`src/rtl/serial_subtractor_dw.sv`:
```
// Multi-cycle unsigned subtractor: CW bits per clock, LSB chunk first.
// Start/busy/valid handshake; result holds until the next completion.
module serial_subtractor_dw #(
  parameter int DW = 15,
  parameter int CW = 1
) (
  input  logic          iClk,
  input  logic          iReset,
  input  logic          iStart,
  input  logic [DW-1:0] iA,
  input  logic [DW-1:0] iB,
  input  logic          iBin,
  output logic          oBusy,
  output logic          oValid,
  output logic [DW-1:0] oZ,
  output logic          oBorrow
);

  localparam int N    = DW / CW;
  localparam int CNTW = (N > 1) ? $clog2(N) : 1;

  typedef enum logic [1:0] {
    IDLE,
    RUN,
    DONE
  } state_t;

  state_t        state;
  logic [DW-1:0] aReg;
  logic [DW-1:0] bReg;
  logic [DW-1:0] zPart;
  logic          borrow;
  logic [CNTW-1:0] cnt;

  logic [CW-1:0] aChunk;
  logic [CW-1:0] bChunk;
  logic [CW:0]   diff;
  logic [DW-1:0] zNext;
  logic          lastChunk;

  // Chunk subtract at CW+1 bits; the MSB is the borrow into the next chunk.
  always_comb begin
    aChunk = aReg[cnt*CW +: CW];
    bChunk = bReg[cnt*CW +: CW];
    diff   = {1'b0, aChunk} - {1'b0, bChunk} - {{CW{1'b0}}, borrow};
    zNext  = zPart;
    zNext[cnt*CW +: CW] = diff[CW-1:0];
  end

  assign lastChunk = (cnt == CNTW'(N - 1));

  always_ff @(posedge iClk or posedge iReset) begin
    if (iReset) begin
      state   <= IDLE;
      aReg    <= '0;
      bReg    <= '0;
      zPart   <= '0;
      borrow  <= 1'b0;
      cnt     <= '0;
      oBusy   <= 1'b0;
      oValid  <= 1'b0;
      oZ      <= '0;
      oBorrow <= 1'b0;
    end else begin
      oValid <= 1'b0;
      unique case (state)
        IDLE, DONE: begin
          if (iStart) begin
            aReg   <= iA;
            bReg   <= iB;
            borrow <= iBin;
            zPart  <= '0;
            cnt    <= '0;
            oBusy  <= 1'b1;
            state  <= RUN;
          end else begin
            state <= IDLE;
          end
        end
        RUN: begin
          zPart  <= zNext;
          borrow <= diff[CW];
          if (lastChunk) begin
            oZ      <= zNext;
            oBorrow <= diff[CW];
            oValid  <= 1'b1;
            oBusy   <= 1'b0;
            state   <= DONE;
          end else begin
            cnt <= cnt + 1'b1;
          end
        end
        default: begin
          oBusy <= 1'b0;
          state <= IDLE;
        end
      endcase
    end
  end

endmodule
```
`config.mk`:
```
export PLATFORM = sky130hd
export DESIGN_NAME = serial_subtractor_dw
export DESIGN_NICKNAME = d
export VERILOG_FILES = /design/src/rtl/serial_subtractor_dw.sv
export SDC_FILE = /design/constraint.sdc
export NUM_CORES = 1
export LEC_CHECK = 0
export CAP_MARGIN = 0
export CORE_MARGIN = 3
export CORE_UTILIZATION = 35
export DETAILED_ROUTE_END_ITERATION = 16
export DONT_BUFFER_PORTS = 1
export GPL_ROUTABILITY_DRIVEN = 0
export SLEW_MARGIN = 20
export SYNTH_ARGS = -nofsm -noshare
export SYNTH_HDL_FRONTEND = slang
export SYNTH_SLANG_ARGS = --single-unit
```
`constraint.sdc`:
```
create_clock -name iClk -period 6.4 [get_ports iClk]
set_input_delay 1.28 -clock iClk [delete_from_list [all_inputs] [get_ports iClk]]
set_output_delay 1.28 -clock iClk [all_outputs]
set_load 0.01 [all_outputs]
```
==> metrics.md <==
| Metric | Value |
|---|---|
| Status | `completed` |
| Crit Path Class | `reg2reg` |
| Most frequent cells in the layout | `nand2_1, dfrtp_1, nor2_1, a21oi_1` |
| Synth Area per Inst | `9.43 um^2` |
| All-Layer GR Usage | `14.1%` |
| Final hold vios | `0` |
| Synth Instances | `370` |
| Die Wd | `106 um` |
| Worst Tran Pin Value | `0.886 ns` |
| Worst path required time | `6.67 ns` |
| Final net count | `407` |
| Crit path max fanout | `20` |
| Unrepaired setup endpoints after global routing | `no` |
| Crit path max-delay family | `flip-flops` |
| Top-Level Pins | `52` |
| Arr. time, crit path | `3.75 ns` |
| Antenna violations before repair | `0` |
| P&R area growth vs syn | `10.2%` |
| HP Class | `reg2reg` |
| H-Tree Depth | `3` |
| Die area | `11200 um^2` |
| Vias per inst | `5.05` |
| Die Ht | `106 um` |
| Post-Place Cells | `483` |
| DRT antenna net count | `0` |
| Pin count of the biggest net entering global routing | `71` |
| Share of layout cells above drive strength 1 | `9.46%` |
| Post-Route Setup TNS | `0 ns` |
| Sequential fraction of the synthesis area | `50.2%` |
| Crit path time final | `3.49 ns` |
| Crit-path slowest cell | `dfrtp_1` |
| Initial Utilization | `36.9%` |
| CP bufs+invs | `0` |
| EDFF count, synth | `0` |
| TritonCTS clock tree | `yes` |
| WL final | `7510 um` |
| CP Launch Type | `flip-flop` |
| CTS clk-pin slew, worst paths | `0.08 ns` |
| First-pass GRT wire length | `12600 um` |
| Fillers | `973` |
| Max_slew headroom | `41.0%` |
| Hold_buf cts | `0` |
| Most frequent CP cell | `nand2_1` |
| Final Setup Violations | `0` |
| Fmax | `287 MHz` |
| Total CTS buffers | `9` |
| Synthesized net count | `412` |
| Clock Skews | `0.00780 ns` |
| Crit-path cells | `mux4_2 > mux2i_1 > o21ai_0 > fa_1 > nand2_1 > nor3_1 > nand2_1 > o2bb2ai_1` |
| Setup crit end kind | `flip-flop` |
| DP Area | `3590 um^2` |
| N_diodes | `0` |
| Synth unique cells | `43` |
| Post-route cell area | `3840 um^2` |
| Number of gates resized after cts | `0` |
| Clk_lat worst skew | `0.35 ns` |
| Wire length per cell | `15.0 um` |
| Vias in the first global route | `2546` |
| Clock Tree Buf Depth | `2` |
| # rows | `35` |
| Ys Warns | `0` |
| Max Cap Viol | `0` |
| First DRT Iteration DRCs | `66` |
| Most common cell after layout, fill and taps aside | `nand2_1` |
| Dpl hpwl | `5050 um` |
| Number of post-CTS setup repair buffers | `0` |
| DR pass1 iterations | `6` |
| Part of the cycle the worst path needs | `54.5%` |
| Post-Syn Area | `3490 um^2` |
| FFs w/ async S/R, synth | `100%` |
| Synthesized flop and latch total | `70` |
| Grt total ovfl | `0` |
| Port bufs | `0` |
| Worst VDD drop | `193 uV` |
| CP peak stage delay | `0.87 ns` |
| Cell Count, Final, Fillers Out | `499` |
| Leakage power | `0.00178 uW` |
| PwrDens | `559 nW/um^2` |
| Core area | `9460 um^2` |
| Pins Over Slew Limit | `0` |
| WHS | `0.480 ns` |
| Via count | `2519` |
| DRC | `0` |
| CTS sink cnt | `70` |
| Post-synth top flop | `dfrtp_1` |
| Clock Root Buffer | `clkbuf_8` |
routing by layer:
metal	part of all wire [%]	GRT usage (%)	up-vias
met5	0	0	-
met1	45	18.1	1191
met2	46	22.4	66
met3	6.1	3.98	16
li1	-	-	1246
met4	2.1	5.64	0
area by class of cell:
type / count / area (um^2) / share of cell area, %
flip-flops and latches: 70 / 1750 / 45.6
repair buffers: 5 / 37.5 / 0.977
well taps: 129 / 161 / 4.20
multi-input cells: 268 / 1600 / 41.5
clock inverters: 6 / 116 / 3.03
inverters: 11 / 41.3 / 1.07
clock buffers: 10 / 138 / 3.58
report_power, final:
part	total (uW)	switching, uW	internal (uW)
registers	822	192	630
clock network	449	176	273
logic	878	517	362
through the flow:
step	utilization, %	setup slack, ns	total power, uW
global route	40.6	2.61	2330
detailed placement	37.9	2.95	1720
floorplan	-	3.35	1510
CTS	40.6	2.93	2180
finish	40.6	2.91	2150
global placement	37.9	3.03	1690
kinds of logic after synthesis:
logic type	after synthesis	share of synthesized area (%)
adders and majority gates	8	3.08
AOI/OAI and AO/OA	64	11.6
muxes	25	9.43
DFF	70	50.2
xor gates and xnor gates	3	0.753
and+or+nand+nor	168	20.8
buffers and inverters	32	4.16
worst register-to-register path, delay by kind of cell (launching register included):
kind / cells / cell delay (ns)
fa+ha+maj: 1 / 0.63
compound gates: 2 / 0.32
flops: 1 / 0.87
simple gates: 3 / 0.84
mux: 2 / 0.75
synth_stat cells (all sizes together), types with 3 or more instances:
cell,instances,area [um^2]
a32o,3,30.0
o211ai,7,52.6
clkbuf,10,37.5
nand3,7,35.0
o21ai,16,80.1
a21oi,19,95.1
mux2i,16,160
mux4,6,135
nor2,26,97.6
nand2b,5,31.3
ha,7,87.6
inv,11,41.3
buf,11,66.3
nand3b,4,30.0
nand2,105,394
nor2b,4,25.0
dfrtp,70,1750
and3,3,18.8
mux2,3,33.8
nor3,6,35.0
a22o,4,35.0
a31oi,4,25.0
o22ai,3,18.8
final timing paths:
kind / to / start / cells past startpoint / slack [ns]
setup / recovery: zPart[6] / cnt[0] / 8 / 2.91
hold / removal: bReg[5] / bReg[5] / 2 / 0.48
setup reg to reg: zPart[6] / cnt[0] / 8 / 2.91
hold reg to reg: bReg[5] / bReg[5] / 2 / 0.48
max in group asynchronous: bReg[1] / iReset / 2 / 4.75
min in group asynchronous: state[1] / iReset / 2 / 1.10
flip-flops by register name, indices dropped and copies added, names as in the netlist:
register  flops
aReg         15
bReg         15
oZ           15
oValid        1
oBusy         1
oBorrow       1
borrow        1
state         2
cnt           4
zPart        15
Note: power is estimated with default switching activity, not from simulation.
